### src/rtl/rx_pkt_sequencer.sv
// rx_pkt_sequencer: 2-deep packet FIFO feeding a LOAD/FIRE/SETTLE pulse
// sequencer that presents parsed fields and a one-cycle en_MNI to myNodeInfo.
//
// Ports:
//   clk, nrst                 clock, async active-low reset
//   in_valid / in_ready       packet handshake (push on both high)
//   in_pktType .. in_eThreshold   parsed fields of the offered packet
//   fPktType .. e_threshold   registered fields (change only on pop)
//   en_MNI                    one-cycle enable pulse per valid packet
//   busy                      packet queued or in flight
//   drop_count                reserved-type drops, saturating
//                             (only with RXSEQ_DROPCNT_EN defined)
// Parameter SETTLE_CYC (1..15): idle cycles held after each en_MNI.
module rx_pkt_sequencer #(
  parameter int unsigned SETTLE_CYC = 3
) (
  input  logic        clk,
  input  logic        nrst,
  input  logic        in_valid,
  output logic        in_ready,
  input  logic [2:0]  in_pktType,
  input  logic [15:0] in_energy,
  input  logic [15:0] in_destID,
  input  logic [15:0] in_hops,
  input  logic [15:0] in_timeslot,
  input  logic [15:0] in_eThreshold,
  output logic [2:0]  fPktType,
  output logic [15:0] energy,
  output logic [15:0] destinationID,
  output logic [15:0] hops,
  output logic [15:0] timeslot,
  output logic [15:0] e_threshold,
  output logic        en_MNI,
  output logic        busy
`ifdef RXSEQ_DROPCNT_EN
  ,
  output logic [7:0]  drop_count
`endif
);

  typedef struct packed {
    logic [2:0]  t;
    logic [15:0] e;
    logic [15:0] d;
    logic [15:0] h;
    logic [15:0] s;
    logic [15:0] th;
  } pkt_t;

  typedef enum logic [1:0] {
    IDLE,
    LOAD,
    FIRE,
    SETTLE
  } state_t;

  state_t      state;
  state_t      state_nx;
  pkt_t        mem [2];
  pkt_t        in_pkt;
  logic        wr_ptr;
  logic        rd_ptr;
  logic [1:0]  cnt;
  logic        full;
  logic        empty;
  logic        push;
  logic        pop;
  logic        rsv;
  logic [3:0]  settle_cnt;

  assign in_pkt = {in_pktType, in_energy, in_destID,
                   in_hops, in_timeslot, in_eThreshold};

  assign full     = (cnt == 2'd2);
  assign empty    = (cnt == 2'd0);
  // No bypass: a full FIFO refuses input even while it pops.
  assign in_ready = ~full;
  assign push     = in_valid & in_ready;
  assign pop      = (state == IDLE) & ~empty;
  assign busy     = (state != IDLE) | ~empty;

  // Types 011, 110 and 111 are reserved and dropped silently.
  assign rsv = (fPktType == 3'b011) |
               (fPktType == 3'b110) |
               (fPktType == 3'b111);

  always_ff @(posedge clk) begin
    if (push) mem[wr_ptr] <= in_pkt;
  end

  always_ff @(posedge clk or negedge nrst) begin
    if (!nrst) begin
      wr_ptr <= 1'b0;
      rd_ptr <= 1'b0;
      cnt    <= 2'd0;
    end else begin
      if (push) wr_ptr <= ~wr_ptr;
      if (pop)  rd_ptr <= ~rd_ptr;
      unique case ({push, pop})
        2'b10:   cnt <= cnt + 2'd1;
        2'b01:   cnt <= cnt - 2'd1;
        default: cnt <= cnt;
      endcase
    end
  end

  always_ff @(posedge clk or negedge nrst) begin
    if (!nrst) begin
      fPktType      <= 3'b111;
      energy        <= '0;
      destinationID <= '0;
      hops          <= '0;
      timeslot      <= '0;
      e_threshold   <= '0;
    end else if (pop) begin
      fPktType      <= mem[rd_ptr].t;
      energy        <= mem[rd_ptr].e;
      destinationID <= mem[rd_ptr].d;
      hops          <= mem[rd_ptr].h;
      timeslot      <= mem[rd_ptr].s;
      e_threshold   <= mem[rd_ptr].th;
    end
  end

  always_ff @(posedge clk or negedge nrst) begin
    if (!nrst) begin
      state      <= IDLE;
      settle_cnt <= 4'd0;
    end else begin
      state <= state_nx;
      if (state == FIRE)
        settle_cnt <= 4'(SETTLE_CYC);
      else if (state == SETTLE && settle_cnt != 4'd0)
        settle_cnt <= settle_cnt - 4'd1;
    end
  end

  always_comb begin
    state_nx = state;
    en_MNI   = 1'b0;
    unique case (state)
      IDLE: begin
        if (!empty) state_nx = LOAD;
      end
      LOAD: begin
        state_nx = rsv ? IDLE : FIRE;
      end
      FIRE: begin
        en_MNI   = 1'b1;
        state_nx = SETTLE;
      end
      SETTLE: begin
        if (settle_cnt <= 4'd1) state_nx = IDLE;
      end
      default: state_nx = IDLE;
    endcase
  end

`ifdef RXSEQ_DROPCNT_EN
  always_ff @(posedge clk or negedge nrst) begin
    if (!nrst)
      drop_count <= 8'd0;
    else if (state == LOAD && rsv && drop_count != 8'hFF)
      drop_count <= drop_count + 8'd1;
  end
`endif

endmodule

### config.mk
export PLATFORM = sky130hd
export DESIGN_NAME = rx_pkt_sequencer
export DESIGN_NICKNAME = d
export VERILOG_FILES = /design/src/rtl/rx_pkt_sequencer.sv
export SDC_FILE = /design/constraint.sdc
export NUM_CORES = 1
export LEC_CHECK = 0
export ABC_AREA = 0
export CORE_MARGIN = 8
export CORE_UTILIZATION = 45
export DETAILED_ROUTE_END_ITERATION = 8
export PLACE_DENSITY_LB_ADDON = 0.08
export SLEW_MARGIN = 20
export SYNTH_ARGS = -nofsm -noshare
export SYNTH_HDL_FRONTEND = slang
export SYNTH_SLANG_ARGS = --single-unit
### constraint.sdc
create_clock -name clk -period 7.7 [get_ports clk]
set_input_delay 0.77 -clock clk [delete_from_list [all_inputs] [get_ports clk]]
set_output_delay 0.77 -clock clk [all_outputs]
set_load 0.02 [all_outputs]
; ---- Yosys cells after proc, flatten, opt, wreduce, memory -nomap -nowiden
; Memories as Yosys holds them, arrays and structs flattened. A register that Yosys moved wholly into a read port is not among the register bits.
; Cells that the tools add are included.
; W data, S select, Z words.
[totals]
ff_bits = 10
rom_bits = 0
wordCells = 49
out_inout_bits = 86
mem_bits_rw = 166
memories = 1
latchBits = 0
inputBits = 86
[mem_list]
columns = name, depth, width, read_ports, rd_ports_with_merged_regs, write_ports, line_no
row1 = mem, 2, 83, 1, 1, 1, 59  ; pkt_t mem [2];
[op_classes]
muxes = 10
n_eq_ne = 11
n_bitwise = 9
n_mul = 0
n_shift = 0
magnitude_cmp = 1
n_div = 0
reduce_logical = 9
n_addsub = 3
[ops]
columns = cell, count
row1 = $eq A2 B2 Y1 const B, 4
row2 = $mux W4, 2
row3 = $pmux W2 S4, 1
row4 = $eq A3 B3 Y1 const B, 2
row5 = $mux W2, 3
row6 = $reduce_bool A2 Y1, 3
row7 = $eq A2 B1 Y1 const B, 2
row8 = $le A4 B1 Y1 const B, 1
row9 = $logic_not A2 Y1, 2
row10 = $not A1 Y1, 4
row11 = $pmux W2 S2, 1
row12 = $reduce_bool A4 Y1, 1
row13 = $sub A4 B1 Y4 const B, 1
row14 = $eq A3 B2 Y1 const B, 1
row15 = $mux W1, 3
row16 = $or A1 B1 Y1, 3
row17 = $add A2 B1 Y2 const B, 1
row18 = $and A1 B1 Y1, 2
row19 = $ne A2 B1 Y1 const B, 1
row20 = $ne A2 B2 Y1 const B, 1
row21 = $reduce_and A2 Y1, 1
row22 = $sub A2 B1 Y2 const B, 1
row23 = $logic_and A1 B1 Y1, 1
row24 = $logic_not A1 Y1, 1

; ---- Logic depth before layout (Yosys ltp)
[depth]
word_depth = 5
depth_mapped = 8
mapped_depth_nobuf = 6

; ---- Least setup slack after synthesis
; Ideal clock, no wire load.
[synth_path]
kind = input-to-reg
start = input port in_valid
end = memory mem[0][0] (netlist name) (enable)
slack_ns = 2.843
path_stages = 2
t_arrival_ns = 4.331
t_required_ns = 7.175
setup_time_ns = 0.525
path_buffers = 0
cell_sequence = nand2_1 -> nor2_1
[synth_between]
elab_chain_len = 3
[synth_lines]
columns = item, line_no
row1 = start: declaration, 19  ; input logic in_valid,
row2 = $and A1 B1 Y1, 78  ; assign push = in_valid & in_ready;
row3 = $mux W1, 88  ; if (push) mem[wr_ptr] <= in_pkt;
row4 = $mux W1 (not written as such), 88
row5 = end: declaration, 59
; No other way between the ends.

==> results.cfg <==
[die]
core_um2 = 21600
rows = 54
die_h_um = 163
start_util = 0.452
die_x_um = 163
ios = 172
die_area_um2 = 26600

[placed_design]
hpwl_um = 12100
numPortBuffers = 171
gp_congestion = 0.708
dpl.cell_count = 928

[clock_network]
clk_latency_ps = 510
clk_pin_slew_ps = 60
cts_root_buffer = clkbuf_16
cts_resized = 0
cts.path.max_buffers = 3
cts_setup_buffers = 0
htree_levels = 1
numCtsBuffers = 27
cts_hold_buf = 0
cts_sinks = 259
cts_tree = yes

[detailed_routing]
drt_pass1_iterations = 4
wl_um = 19000
via_per_inst = 4.98
drc = 0
wl_per_cell_um = 19.5
vias = 4865
drt_iter0_markers = 228
ant_nets = 0

[critical_path]
r2r_start = cnt[0]
worstPathRequired_ps = 6930
worst-setup-path-type = flop to output pin
crit_fanout = 11
r2r_cells = 4
endpoint_kind = output pin
worstReg2RegEnd = mem[0][72]
arrival_ps = 1980
r2r_setup_slack_ps = 5420
cp-start-kind = flop
crit_path_end = en_MNI

[power_and_ir_drop]
vdd_drop_max_mv = 0.300
power_density_nw_per_um2 = 408
leakage_uw = 0.00464

[logic_synthesis]
async_flop_share = 0.359
synthTopCellsByArea = edfxtp_1 (51%), dfrtp_1 (23%), mux2_2 (16%)
synth-main-ff-cell = edfxtp_1
synthTopCellsByCount = edfxtp_1 (166), mux2_2 (138), dfrtp_1 (90)
seq_area_frac_synth = 0.751
synth_area_um2 = 9740
syn_nets = 580
yosys.area.top_type_share = 0.512
syn_avg_cell_area_um2 = 19.9
synth_edf_count = 166
synth_seq_cells = 259
yosysMostFrequentCell = edfxtp_1
netlist_instances = 490
synth_top_cell_by_area = edfxtp_1
ys.warnings.count = 0
synthDistinctLibCells = 34

[run]
maxCapViolations = 0

[cells_and_area]
nFillCells = 1631
post-route-util = 0.583
area_growth_pct = 29.1
antenna_cells = 0
drive_gt1_frac = 0.308
fin_cells = 977
layout.nets = 767

[hold_path]
hp-class = primary input to asynchronous set/reset pin

[timing]
fin_skew_ps = 6.63
finalHoldViolCount = 0
setup_tns_ps = 0
rsz0062_at_grt = false
max_freq_mhz = 364
relSlewSlack = 0.325
setup_viol = 0
worstMarginPinSlew_ps = 1010
min_period_over_period = 0.357
slew_viol_final = 0
finalCriticalPeriod_ps = 2750

[grt]
grt.overflow.total = 0
grt_max_degree = 63
grt_pass1_wl_um = 30000
grt_use_total = 0.144
grt_pass1_vias = 5464
antenna_found_initial = 1

[run_status]
status = complete, no violations
-- layer usage --
layer,global-route usage,vias up,part of all wire
met5,0,-,0.00053
met4,0.0396,2,0.017
met3,0.0340,33,0.058
met2,0.254,126,0.50
met1,0.172,2471,0.42
li1,-,2233,-
-- state kept, by name (all words and copies together) (netlist names), named ones only --
| register | count |
|---|---|
| mem | 166 |
| destinationID | 16 |
| e_threshold | 16 |
| energy | 16 |
| hops | 16 |
| timeslot | 16 |
| settle_cnt | 4 |
| fPktType | 3 |
| cnt | 2 |
| rd_ptr | 1 |
| state | 1 |
| wr_ptr | 1 |
-- cells by family (layout without fill, tap and decap cells) --
group                    count (synthesis)  after routing  synth area share
flip-flops                             259            259             0.751
AND/OR/NAND/NOR                         21             21            0.0127
XOR/XNOR                                 5              5           0.00450
buffers and inverters                   24            231            0.0193
multiplexers                           166            166             0.199
adder cells (fa/ha/maj)                  4              4           0.00514
AO/OA/AOI/OAI                           11             11           0.00784
-- per-stage QoR --
| step | worst slack [ps] | cell area (µm²) | hold WS (ps) | total power (µW) |
|---|---|---|---|---|
| global route | 4860 | 12600 | 302 | 5400 |
| finish | 4950 | 12600 | 262 | 5130 |
| floorplan | 2840 | 9740 | 461 | 3240 |
| CTS | 4940 | 12600 | 274 | 5220 |
| detailed placement | 4740 | 11700 | 478 | 3960 |
| global placement | 4210 | 11700 | 471 | 3900 |
-- power breakdown --
| part | switching, µW | internal (µW) |
|---|---|---|
| clock network | 493 | 746 |
| registers | 239 | 1980 |
| logic | 782 | 896 |
| total | 1510 | 3620 |
-- worst min-delay path by stage --
| stage | startpoint | endpoint | slack [ps] | cells after the start |
|---|---|---|---|---|
| after CTS | nrst | hops[9] | 270 | 1 |
| after detailed placement | timeslot[3] | timeslot[3] | 480 | 1 |
| after global routing | nrst | hops[9] | 300 | 1 |
| final | nrst | hops[9] | 260 | 1 |
| after global placement | timeslot[7] | timeslot[7] | 470 | 1 |
| after floorplan | wr_ptr | wr_ptr | 460 | 1 |
-- cells in the final DEF, fill, tap and decap left out, drive strengths merged, types with 2 or more instances in the layout --
cell | netlist | final
o21ai | 2 | 2
clkinv | 0 | 10
inv | 4 | 4
clkdlybuf4s50 | 0 | 170
dfstp | 3 | 3
nand2 | 3 | 3
nor2b | 2 | 2
nor2 | 6 | 6
mux2 | 166 | 166
ha | 4 | 4
clkbuf | 4 | 36
buf | 16 | 8
nand2b | 3 | 3
xnor2 | 3 | 3
a21oi | 2 | 2
xor2 | 2 | 2
edfxtp | 166 | 166
nor4 | 2 | 2
bufinv | 0 | 2
dfrtp | 90 | 90
-- worst max-delay path, stage by stage, from the launching register on --
cell and delay [ps]:
dfrtp_1 590, nor2b_1 230, clkdlybuf4s50_1 650
-- layout make-up --
class	instances	area (µm²)	share of cell area
tap	280	350	0.0279
timing repair buffer	178	1770	0.141
sequential	259	7320	0.582
inverter	4	15.0	0.00119
multi-input combinational	207	2250	0.179
clock inverter	13	115	0.00916
clock buffer	36	749	0.0596
Note: power is estimated with default switching activity, not from simulation.
